### src/rtl/bcd_encode_seq.sv
// -----------------------------------------------------------------------------
// bcd_encode_seq
// Sequential BCD-to-binary encoder. A packed word of NDIG BCD digits (most
// significant digit in the top nibble) is accepted in IDLE. It is converted by
// multiply-by-10-and-add, one digit per clock, and returned as a binary value
// with an error flag.
//
// Ports
//   clk        system clock, rising edge
//   rst        asynchronous reset, active high
//   in_valid   in_bcd carries a word
//   in_ready   block can accept a word (IDLE only, low while rst=1)
//   in_bcd     packed BCD, [4*NDIG-1 -: 4] is the most significant digit
//   out_valid  out_bin / out_err hold a result
//   out_ready  consumer takes the result
//   out_bin    binary result, 0 when out_err=1
//   out_err    some digit > 9, or value > MAX
// -----------------------------------------------------------------------------
module bcd_encode_seq #(
    parameter int NDIG = 2,
    parameter int MAX  = 99,
    parameter int W    = 7
) (
    input  logic              clk,
    input  logic              rst,
    input  logic              in_valid,
    output logic              in_ready,
    input  logic [4*NDIG-1:0] in_bcd,
    output logic              out_valid,
    input  logic              out_ready,
    output logic [W-1:0]      out_bin,
    output logic              out_err
);

    // Accumulator wide enough for the largest all-valid word (10**NDIG - 1).
    localparam int AW = $clog2(10**NDIG);
    localparam int CW = $clog2(NDIG + 1);
    localparam logic [31:0] MAX_U = MAX;

    typedef enum logic [1:0] {
        IDLE = 2'd0,
        CONV = 2'd1,
        DONE = 2'd2
    } state_t;

    state_t              state_q, state_d;
    logic [4*NDIG-1:0]   sr_q, sr_d;
    logic [AW-1:0]       acc_q, acc_d;
    logic [CW-1:0]       cnt_q, cnt_d;
    logic                err_q, err_d;
    logic                out_valid_q, out_valid_d;
    logic [W-1:0]        out_bin_q, out_bin_d;
    logic                out_err_q, out_err_d;

    logic [3:0]          digit;
    logic                bad_word;

    assign digit    = sr_q[4*NDIG-1 -: 4];
    assign bad_word = err_q | (32'(acc_q) > MAX_U);

    always_comb begin
        state_d     = state_q;
        sr_d        = sr_q;
        acc_d       = acc_q;
        cnt_d       = cnt_q;
        err_d       = err_q;
        out_valid_d = out_valid_q;
        out_bin_d   = out_bin_q;
        out_err_d   = out_err_q;

        case (state_q)
            IDLE: begin
                // in_ready is exactly "IDLE and not in reset", so in_valid
                // alone qualifies the accept here.
                if (in_valid) begin
                    sr_d    = in_bcd;
                    acc_d   = '0;
                    cnt_d   = '0;
                    err_d   = 1'b0;
                    state_d = CONV;
                end
            end

            CONV: begin
                sr_d  = sr_q << 4;
                cnt_d = cnt_q + CW'(1);
                // A bad digit freezes acc, so acc never exceeds 10**NDIG-1
                // and the AW-wide multiply-add cannot overflow.
                if (digit > 4'd9) begin
                    err_d = 1'b1;
                end else if (!err_q) begin
                    acc_d = acc_q * AW'(10) + AW'(digit);
                end
                if (cnt_q == CW'(NDIG - 1)) begin
                    state_d = DONE;
                end
            end

            DONE: begin
                // First DONE cycle loads the result registers; afterwards
                // they hold until the consumer handshakes.
                if (!out_valid_q) begin
                    out_valid_d = 1'b1;
                    out_err_d   = bad_word;
                    out_bin_d   = bad_word ? '0 : W'(acc_q);
                end else if (out_ready) begin
                    out_valid_d = 1'b0;
                    state_d     = IDLE;
                end
            end

            default: state_d = IDLE;
        endcase
    end

    always_ff @(posedge clk or posedge rst) begin
        if (rst) begin
            state_q     <= IDLE;
            sr_q        <= '0;
            acc_q       <= '0;
            cnt_q       <= '0;
            err_q       <= 1'b0;
            out_valid_q <= 1'b0;
            out_bin_q   <= '0;
            out_err_q   <= 1'b0;
        end else begin
            state_q     <= state_d;
            sr_q        <= sr_d;
            acc_q       <= acc_d;
            cnt_q       <= cnt_d;
            err_q       <= err_d;
            out_valid_q <= out_valid_d;
            out_bin_q   <= out_bin_d;
            out_err_q   <= out_err_d;
        end
    end

    // Gated by rst so the handshake is refused while reset is held.
    assign in_ready  = (state_q == IDLE) && !rst;
    assign out_valid = out_valid_q;
    assign out_bin   = out_bin_q;
    assign out_err   = out_err_q;

endmodule

### config.mk
export PLATFORM = sky130hd
export DESIGN_NAME = bcd_encode_seq
export DESIGN_NICKNAME = d
export VERILOG_FILES = /design/src/rtl/bcd_encode_seq.sv
export SDC_FILE = /design/constraint.sdc
export NUM_CORES = 1
export LEC_CHECK = 0
export BUFFER_PORTS_ARGS = -buffer_cell sky130_fd_sc_hd__buf_2
export CAP_MARGIN = 20
export CORE_MARGIN = 2
export CORE_UTILIZATION = 40
export CTS_CLUSTER_DIAMETER = 60
export DETAILED_ROUTE_END_ITERATION = 12
export SLEW_MARGIN = 20
export SYNTH_ARGS = -nofsm -noshare
export SYNTH_HDL_FRONTEND = slang
export SYNTH_SLANG_ARGS = --single-unit
export TNS_END_PERCENT = 1
### constraint.sdc
create_clock -name clk -period 2.35 [get_ports clk]
set_input_delay 0.47 -clock clk [delete_from_list [all_inputs] [get_ports clk]]
set_output_delay 0.47 -clock clk [all_outputs]
set_load 0.02 [all_outputs]
=== Word-level counts from Yosys, hierarchy flattened ===
Index checks and enable logic that the tools add are counted.

* $add $sub $neg: 2
* Multiply operators: 1
* Divide/modulo/power cells: 0
* Order comparisons: 2
* Equality and inequality tests: 10
* Shift operators: 0
* Multiplexer cells: 19
* Bitwise logic cells: 2
* Reduce and logical (&&, ||, !) cells: 9

{| class="wikitable"
|+ Operator list
! kind !! number
|-
| 2-to-1 mux 7 bit || 4
|-
| one-hot mux 8 bit (2 select lines) || 1
|-
| inequality test 2 bit, second input constant || 7
|-
| one-hot mux 7 bit (2 select lines) || 1
|-
| 2-to-1 mux 2 bit || 5
|-
| 2-to-1 mux 8 bit || 1
|-
| AND reduction 4 bit || 2
|-
| adder 7 x 4 -> 7 bit || 1
|-
| greater-than comparator 7 bit, second input constant || 1
|-
| multiplier 7 x 3 -> 6 bit, second input constant || 1
|-
| one-hot mux 2 bit (3 select lines) || 1
|-
| == test 2 x 1 -> 1 bit, second input constant || 2
|-
| greater-than comparator 4 bit, second input constant || 1
|-
| 2-to-1 mux 1 bit || 4
|-
| one-hot mux 2 bit (2 select lines) || 1
|-
| AND reduction 2 bit || 2
|-
| AND reduction 3 bit || 1
|-
| adder 2 x 1 -> 2 bit, second input constant || 1
|-
| == test 2 bit, second input constant || 1
|-
| zero test 2 bit || 1
|-
| one-hot mux 1 bit (2 select lines) || 1
|-
| nonzero test 2 bit || 1
|-
| logical AND 1 bit || 1
|-
| zero test 1 bit || 1
|-
| 2 further kinds || 2
|}

* Bits in registers: 29
* Latch bits: 0
* RAM bits: 0
* Memory bits (read-only): 0
* Input port bits: 12
* Output and inout bits: 10
* Word-level logic and storage cells: 53
* Memories: 0

=== Depth between registers and ports, before layout ===
Gate-level depths: netlist (run 1).

* Word-level depth: 5
* Depth in mapped cells: 8
* Gate-level depth less buffers: 8

=== Worst setup path before layout (run 1) ===
No wires, ideal clock.

* Path kind: register to register
* From: register acc_q[1]
* To: register acc_q[6]
* Setup time: 127 ps
* Arrival: 1958 ps
* Data required time: 2223 ps
* Setup slack: 264 ps
* Cell stages (with the launch flop): 8
* Buffers on the path: 0
* Clock period less this slack: 2086 ps
* Cells stage by stage: dfrtp_1 > ha_1 > ha_1 > inv_1 > fa_1 > nor4b_1 > xnor2_1 > o21ai_0

* Longest elaborated chain between the ends: 5

{| class="wikitable"
|+ RTL lines
! item !! line !! source
|-
| start: declaration || 48 || <nowiki>logic [AW-1:0] acc_q, acc_d;</nowiki>
|-
| start signal: assignment || 120 || <nowiki>acc_q <= '0;</nowiki>
|-
| start signal: assignment || 129 || <nowiki>acc_q <= acc_d;</nowiki>
|-
| multiplier 7 x 3 -> 6 bit || 92 || <nowiki>acc_d = acc_q * AW'(10) + AW'(digit);</nowiki>
|-
| adder 7 x 4 -> 7 bit || 92 ||
|-
| 2-to-1 mux 7 bit || 91 || <nowiki>end else if (!err_q) begin</nowiki>
|-
| 2-to-1 mux 7 bit || 89 || <nowiki>if (digit > 4'd9) begin</nowiki>
|-
| one-hot mux 7 bit (2 select lines) || 71 || <nowiki>case (state_q)</nowiki>
|}

Every way passes these cells. The select of a mux whose other input is x is not followed.
A chain may end at the register's enable or synchronous reset.

=== Worst setup path after layout (run 1) ===
* From: register acc_q[3]
* To: register acc_q[6]

The elaborated chain is that of the path after synthesis.

==> flow_metrics.env, run 1 <==
export IMPL_fin_util=0.480
export IMPL_synth_fa_ha_area_frac=0.0938
export IMPL_met1_usage=0.174
export IMPL_wl_per_cell_um=13.7
export IMPL_multi_input_area_um2=718
export IMPL_cts_buffers_inserted=5
export IMPL_ys_flop_type="dfrtp_1"
export IMPL_drc=0
export IMPL_synth_top_area_share=0.486
export IMPL_hold_viol=0
export IMPL_setup_viol=0
export IMPL_vias=1134
export IMPL_antenna_found_initial=0
export IMPL_start_util=0.411
export IMPL_finalCritPeriodShare=0.906
export IMPL_yosys_area_share_simple=0.150
export IMPL_synthArstFlopShare=1.00
export IMPL_top_usage_layer="met2"
export IMPL_drt_total_wl_mm=3.04
export IMPL_crit_required_ps=2490
export IMPL_hold_buffers=0
export IMPL_die_h_um=65.1
export IMPL_avgSynthCellArea_um2=10.0
export IMPL_grt_use_met2=0.299
export IMPL_firstDrtPassIters=4
export IMPL_port_buffers=21
export IMPL_drive_gt1_frac=0.207
export IMPL_cts_resized=0
export IMPL_min_period_ps=2130
export IMPL_grt_usage=0.166
export IMPL_slew_headroom=0.649
export IMPL_final_common_cell="dfrtp_1"
export IMPL_area_delta_synth_final_pct=16.8
export IMPL_cts_htree_levels=2
export IMPL_synth_mux_area_fraction=0
export IMPL_synth_xor_area_frac=0.0410
export IMPL_io_pins=22
export IMPL_yosysSeqAreaShare=0.486
export IMPL_cts_root_buffer="clkbuf_8"
export IMPL_fp_dieW_um=65.1
export IMPL_synth_compound_area_frac=0.192
export IMPL_cts_setup_buffers=0
export IMPL_syn_nets=171
export IMPL_ir_drop_mv=0.493
export IMPL_fmax_mhz=470
export IMPL_grt_max_degree=30
export IMPL_synth_edf_count=0
export IMPL_crit_fanout=5
export IMPL_synth_top_family_by_area="compound AO/OA/AOI/OAI gates"
export IMPL_gp_congestion=0.793
export IMPL_fill_cells=365
export IMPL_worst_pin_slew_ps=527
export IMPL_synth_distinct_cells=30
export IMPL_yosys_top_cells_area="dfrtp_1 49%, ha_1 6.7%, o21ai_0 5.7%"
export IMPL_insertion_delay_ps=270
export IMPL_final_cell_mix="29 x dfrtp_1, 22 x nand2_1, 21 x buf_2"
export IMPL_drtIter0Drc=48
export IMPL_skew_ps=2.32
export IMPL_placementRows=22
export IMPL_clock_sinks=29
export IMPL_synth_seq_cells=29
export IMPL_cts_clk_slew_worst_paths_ps=60
export IMPL_drtAntennaViolNets=0
export IMPL_vias_per_cell=5.11
export IMPL_fin_tns_setup_ps=0
export IMPL_overflow=0
export IMPL_yosysWarnings=0
export IMPL_num_nets_final=196
export IMPL_critPathArrivalTime_ps=2260
export IMPL_powerDensity_mw_per_mm2=1280
export IMPL_diodes=0
export IMPL_rsz0062_at_grt="false"
export IMPL_die_area_mm2=0.00424
export IMPL_grt_pass1_vias=1187
export IMPL_hpwl_mm=2.21
export IMPL_p_leak_nw=0.847
export IMPL_start_kind="flop"
export IMPL_use_met3=0.0599
export IMPL_clockBufferDepth=2
export IMPL_netlist_instances=149
export IMPL_cap_violations=0
export IMPL_holdCritPathClass="in -> async"
export IMPL_grt_pass1_wl_mm=5.23
export IMPL_seq_area_um2=726
export IMPL_status="finished clean"
export IMPL_core_mm2=0.00363
export IMPL_endpoint_kind="flop"
export IMPL_crit_type="reg -> reg"
export IMPL_maxSlewViolCount=0
export IMPL_yosysTopAreaCell="dfrtp_1"
export IMPL_cts_tree="built"
export IMPL_synth_area_mm2=0.00149
==> metrics by stage <==
step	cells	worst slack [ps]	area [um^2]	power (W)	hold slack (ps)
6_report	222	222	1740	0.00223	260
3_3_place_gp	215	216	1650	0.00179	456
5_1_grt	222	63.4	1740	0.00244	301
2_1_floorplan	149	264	1490	0.00156	450
4_1_cts	222	117	1740	0.00225	274
3_5_place_dp	215	138	1650	0.00184	465
==> Yosys cell counts, types with 2 or more instances <==
cell type	number
clkbuf_1	2
a21oi_1	7
a22o_1	4
dfrtp_1	29
inv_1	9
ha_1	8
a22oi_1	2
nor2b_1	3
a21o_1	4
o21ai_1	4
and3b_1	2
buf_2	3
nor2_1	2
nand2_1	22
nand3_1	8
o21ai_2	3
xnor2_1	6
o21ai_0	17
nand2b_1	2
fa_1	2
==> cells by family after synthesis <==
group                    count (synthesis)
buffers and inverters                   14
AND/OR/NAND/NOR                         45
flip-flops                              29
AO/OA/AOI/OAI                           44
adder cells (fa/ha/maj)                 10
XOR/XNOR                                 7
==> worst max-delay path, stage by stage (launching register included) <==
cell and delay (ps):
dfrtp_1 420, ha_1 300, ha_1 190, inv_1 70, fa_1 470, nor4b_2 320, xnor2_1 140, o21ai_0 80
==> cell type report <==
class	count	share of cell area
inverters	9	0.0194
multi-input cells	106	0.412
clock buffers	7	0.0495
well taps	48	0.0344
repair buffers	23	0.0689
flip-flops and latches	29	0.416
==> worst paths after layout <==
| kind | startpoint | to | slack [ps] | cells past startpoint |
|---|---|---|---|---|
| setup / recovery | acc_q[3] | acc_q[6] | 220 | 7 |
| hold / removal | rst | cnt_q[1] | 260 | 3 |
| setup reg to reg | acc_q[3] | acc_q[6] | 220 | 7 |
| hold reg to reg | out_bin[2] | out_bin[2] | 470 | 2 |
| max in group asynchronous | rst | out_bin[4] | 1810 | 3 |
| min in group clk | in_bcd[2] | sr_q[2] | 420 | 2 |
==> routing by layer <==
metal,wire [um],part of all wire,up-vias
li1,-,-,563
met1,1280,0.42,539
met2,1560,0.51,26
met3,143,0.047,6
met4,57,0.019,0
met5,0,0,-
==> state kept, by name, summed over array words and instances, names as in the netlist <==
name       cells
state_q        2
acc_q          7
err_q          1
out_bin        7
sr_q           8
out_valid      1
out_err        1
cnt_q          2
==> report_power, final <==
group          switching, W  leakage, nW  total (W)  internal [W]
Combinational      0.000548        0.422   0.000951      0.000403
Clock              0.000168       0.0443   0.000399      0.000231
Sequential         0.000193        0.381   0.000884      0.000691
Total              0.000909        0.847    0.00223       0.00133
No activity file was read; power rests on OpenSTA's default activity.
==> run 2, diff against run 1 <==
Settings changed: REMOVE_ABC_BUFFERS from default to 1.
==> run 2 against run 1 <==
Non-clock buffer count is 1 lower. Largest cell class unchanged. Clock skew hardly changed. Global-route usage is 1.4 points lower. Cell area shrank 0.79%. Critical path type unchanged. First-iteration DRC count decreased by 63%. Register-to-register slack lost 40 ps. Setup slack worse by 39 ps.
==> flow_metrics.env, run 2 (synthesis gave the netlist of run 1 again) <==
export IMPL_status="finished clean"
export IMPL_firstDrtPassIters=4
export IMPL_dp_cells=214
export IMPL_wl_per_cell_um=12.9
export IMPL_hpwl_mm=2.18
export IMPL_crit_type="reg -> reg"
export IMPL_stdcell_count=222
export IMPL_die_h_um=65.1
export IMPL_maxSlewViolCount=0
export IMPL_hold_viol=0
export IMPL_min_period_ps=2170
export IMPL_insertion_delay_ps=270
export IMPL_diodes=0
export IMPL_fmax_mhz=461
export IMPL_start_util=0.411
export IMPL_hold_slack_ps=274
export IMPL_grt_usage=0.151
export IMPL_core_mm2=0.00363
export IMPL_vias=1099
export IMPL_slew_headroom=0.647
export IMPL_skew_ps=1.82
export IMPL_overflow=0
export IMPL_fin_tns_setup_ps=0
export IMPL_num_nets_final=195
export IMPL_crit_fanout=5
export IMPL_top_register="sr_q"
export IMPL_drt_total_wl_mm=2.86
export IMPL_final_cell_mix="29 x dfrtp_1, 22 x nand2_1, 21 x buf_2"
export IMPL_gp_congestion=0.801
export IMPL_cts_clk_slew_worst_paths_ps=60
export IMPL_cts_buffers_inserted=5
export IMPL_cpMostUsedCell="ha_1"
export IMPL_placementRows=22
export IMPL_ir_drop_mv=0.478
export IMPL_fp_dieW_um=65.1
export IMPL_setup_viol=0
export IMPL_clockBufferDepth=2
export IMPL_cts_htree_levels=2
export IMPL_cp_slowest_cell="fa_1"
export IMPL_final_common_cell="dfrtp_1"
export IMPL_rsz0062_at_grt="false"
export IMPL_largest_reg_flops=8
export IMPL_cts_setup_buffers=0
export IMPL_slowest_delay_ps=460
export IMPL_drive_gt1_frac=0.195
export IMPL_io_pins=22
export IMPL_grt_max_degree=30
export IMPL_critPathArrivalTime_ps=2300
export IMPL_cts_root_buffer="clkbuf_8"
export IMPL_grt_pass1_vias=1080
export IMPL_cts_tree="built"
export IMPL_hold_buffers=0
export IMPL_path_cells="ha_1, ha_1, inv_1, fa_1, nor4b_2, xnor2_1, o21ai_0"
export IMPL_worst_pin_slew_ps=529
export IMPL_drtIter0Drc=18
export IMPL_cap_violations=0
export IMPL_clock_sinks=29
export IMPL_fill_cells=357
export IMPL_endpoint_kind="flop"
export IMPL_port_buffers=21
export IMPL_drc=0
export IMPL_holdCritPathClass="in -> async"
export IMPL_grt_pass1_wl_mm=4.81
export IMPL_die_area_mm2=0.00424
export IMPL_powerDensity_mw_per_mm2=1260
export IMPL_p_leak_nw=0.837
export IMPL_area_delta_synth_final_pct=15.8
export IMPL_finalCritPeriodShare=0.922
export IMPL_drtAntennaViolNets=0
export IMPL_crit_required_ps=2480
export IMPL_start_kind="flop"
export IMPL_antenna_found_initial=0
export IMPL_vias_per_cell=4.95
run 2: cell types whose count changed in the layout (fill, tap and decap cells not counted), sizes merged:
cell / previous run / this run
buf: 23 / 22
clkbuf: 7 / 8
run 2: critical path, delay by kind of cell (launching register included):
kind                     cells  cell delay, ps
flip-flops                   1             440
XOR/XNOR                     1             150
AND/OR/NAND/NOR              1             340
adder cells (fa/ha/maj)      3             970
AO/OA/AOI/OAI                1              80
buffers and inverters        1              60
run 2: layer usage:
metal	up-vias	GRT usage	part of all wire
met3	2	0.0616	0.034
li1	562	-	-
met4	0	0.0313	0.0028
met2	19	0.260	0.50
met1	516	0.179	0.46
met5	-	0	0
run 2: final cells by class:
type / instances / area [um^2] / area share
repair buffers: 22 / 113 / 0.0651
well taps: 48 / 60.1 / 0.0347
clock buffers: 8 / 80.1 / 0.0463
multi-input cells: 106 / 718 / 0.415
inverters: 9 / 33.8 / 0.0195
flip-flops and latches: 29 / 726 / 0.419
run 2: where the power goes:
group | internal (W) | total [W] | switching, W | leakage (nW)
Combinational | 0.000391 | 0.000913 | 0.000521 | 0.416
Clock | 0.000210 | 0.000380 | 0.000170 | 0.0395
Sequential | 0.000691 | 0.000888 | 0.000198 | 0.381
run 2: timing repair:
action                                 4_1_cts  5_1_grt
gates resized for setup                      0        1
setup endpoints to repair                    0        1
endpoints found under the hold margin        0        0
run 2: per-stage QoR:
step	setup WS [ps]	area, um^2	utilization	power, W
after global placement	189	1640	0.452	0.00178
after detailed placement	86.1	1640	0.452	0.00181
after global routing	72.5	1730	0.476	0.00237
after floorplan	253	1470	-	0.00154
after CTS	79.9	1720	0.475	0.00220
final	183	1730	0.476	0.00218
run 2: final timing paths:
| check | start | end | slack (ps) | cells after the start |
|---|---|---|---|---|
| max reg2reg | acc_q[1] | acc_q[6] | 180 | 7 |
| min in group clk | in_bcd[3] | sr_q[3] | 430 | 2 |
| max | acc_q[1] | acc_q[6] | 180 | 7 |
| min | rst | out_valid | 270 | 3 |
| min reg2reg | out_bin[1] | out_bin[1] | 480 | 2 |
| max in group asynchronous | rst | sr_q[0] | 1810 | 3 |
==> run 3, diff against run 2 <==
Settings changed: CTS_BUF_LIST from default to sky130_fd_sc_hd__clkbuf_2 sky130_fd_sc_hd__clkbuf_4 sky130_fd_sc_hd__clkbuf_8.
==> run 3 against run 2 <==
Maximum frequency increased by 0.11%. Combinational power about the same. Setup slack improved by 2.3 ps. Core utilization increased by 0.31 points. Register-to-register slack about the same. Clock power increased by 9.5%. Total power increased by 1.8%. Clock skew about the same. Via count decreased by 0.18%. Cell area increased by 0.65%. Largest cell class unchanged. Largest power group unchanged.
==> flow_metrics.env, run 3 (synthesis gave the netlist of run 1 again) <==
export IMPL_vias=1097
export IMPL_grt_usage=0.152
export IMPL_num_nets_final=195
export IMPL_placementRows=22
export IMPL_crit_fanout=5
export IMPL_fp_dieW_um=65.1
export IMPL_path_cells="ha_1, ha_1, inv_1, fa_1, nor4b_2, xnor2_1, o21ai_0"
export IMPL_crit_required_ps=2490
export IMPL_final_common_cell="dfrtp_1"
export IMPL_antenna_found_initial=0
export IMPL_vias_per_cell=4.94
export IMPL_totalPowerFinal_w=0.00222
export IMPL_intPower_w=0.00133
export IMPL_insertion_delay_ps=270
export IMPL_r2r_end="acc_q[6]"
export IMPL_maxSlewViolCount=0
export IMPL_min_period_ps=2160
export IMPL_rsz0062_at_grt="false"
export IMPL_final_cell_mix="29 x dfrtp_1, 22 x nand2_1, 21 x buf_2"
export IMPL_skew_ps=1.66
export IMPL_status="finished clean"
export IMPL_core_mm2=0.00363
export IMPL_grt_pass1_wl_mm=4.82
export IMPL_r2r_start="acc_q[1]"
export IMPL_hold_buffers=0
export IMPL_area_delta_synth_final_pct=16.6
export IMPL_powerDensity_mw_per_mm2=1270
export IMPL_hold_viol=0
export IMPL_p_sw_frac=0.403
export IMPL_fmax_mhz=462
export IMPL_pwr_share_clk=0.188
export IMPL_drtAntennaViolNets=0
export IMPL_drc=0
export IMPL_ir_drop_mv=0.480
export IMPL_critPathTopFamily="adder cells"
export IMPL_critPathBufInv=1
export IMPL_holdCritPathClass="in -> async"
export IMPL_start_util=0.411
export IMPL_cp_slowest_cell="fa_1"
export IMPL_clockBufferDepth=2
export IMPL_p_sw_w=0.000894
export IMPL_cap_violations=0
export IMPL_wl_per_cell_um=12.9
export IMPL_start_kind="flop"
export IMPL_overflow=0
export IMPL_power_frac_seq=0.401
export IMPL_gp_congestion=0.801
export IMPL_dp_cells=214
export IMPL_cts_htree_levels=2
export IMPL_drtIter0Drc=34
export IMPL_combPwrFrac=0.412
export IMPL_cpMostUsedCell="ha_1"
export IMPL_critPathArrivalTime_ps=2300
export IMPL_fin_tns_setup_ps=0
export IMPL_top_register="sr_q"
export IMPL_port_buffers=21
export IMPL_worst_r2r_cell_count=7
export IMPL_firstDrtPassIters=4
export IMPL_cts_tree="built"
export IMPL_die_area_mm2=0.00424
export IMPL_worst_path_stages=7
export IMPL_io_pins=22
export IMPL_finalCritPeriodShare=0.921
export IMPL_cts_root_buffer="clkbuf_8"
export IMPL_cts_buffers_inserted=5
export IMPL_diodes=0
export IMPL_p_leak_nw=0.847
export IMPL_slew_headroom=0.649
export IMPL_rrSetupSlack_ps=190
export IMPL_worst_pin_slew_ps=527
export IMPL_slowest_delay_ps=460
export IMPL_endpoint_kind="flop"
export IMPL_drt_total_wl_mm=2.87
export IMPL_grt_pass1_vias=1089
export IMPL_hpwl_mm=2.18
export IMPL_stdcell_count=222
export IMPL_setup_viol=0
export IMPL_crit_type="reg -> reg"
export IMPL_largest_reg_flops=8
export IMPL_die_h_um=65.1
export IMPL_grt_max_degree=30
export IMPL_cts_clk_slew_worst_paths_ps=60
export IMPL_clock_sinks=29
export IMPL_drive_gt1_frac=0.213
run 3: worst reg2reg max path, cell delays in order, from the launching register on:
cell,delay (ps)
dfrtp_1,440
ha_1,320
ha_1,190
inv_1,70
fa_1,460
nor4b_2,340
xnor2_1,150
o21ai_0,80
run 3: worst max path at each step:
stage             start       end  slack (ps)
6_report       acc_q[1]  acc_q[6]         190
5_1_grt        acc_q[1]  acc_q[6]          70
4_1_cts        acc_q[1]  acc_q[6]          80
3_5_place_dp   acc_q[1]  acc_q[6]          90
3_3_place_gp   acc_q[1]  acc_q[6]         190
2_1_floorplan  acc_q[1]  acc_q[6]         250
run 3: per-layer routing:
layer | global-route usage | up-vias | part of all wire
met3 | 0.0616 | 4 | 0.043
met1 | 0.181 | 512 | 0.46
li1 | - | 561 | -
met5 | 0 | - | 0
met2 | 0.258 | 20 | 0.49
met4 | 0.0339 | 0 | 0.0073
run 3: power groups by stage:
stage               logic (W)  clock network, W  registers (W)
floorplan            0.000625                 0       0.000918
global placement     0.000894                 0       0.000887
detailed placement   0.000914                 0       0.000900
CTS                  0.000919          0.000424       0.000893
global route          0.00103          0.000451       0.000922
finish               0.000914          0.000416       0.000889
run 3: cell type report:
type                       instances  area [um^2]
fill                             354         1890
sequential                        29          726
multi-input combinational        106          718
timing repair buffer              22          113
clock buffer                       8         91.3
tap                               48         60.1
inverter                           9         33.8
run 3: through the flow:
step | utilization | setup slack (ps) | hold slack [ps] | area, um^2
floorplan | - | 253 | 450 | 1470
global placement | 0.452 | 189 | 461 | 1640
detailed placement | 0.452 | 86.1 | 465 | 1640
CTS | 0.478 | 80.1 | 280 | 1740
global route | 0.479 | 73.9 | 286 | 1740
finish | 0.479 | 185 | 266 | 1740
run 3: timing repair:
action | 4_1_cts | 5_1_grt
resized for setup | 0 | 1
endpoints found under the setup margin | 0 | 1
buffers inserted | 0 | 0
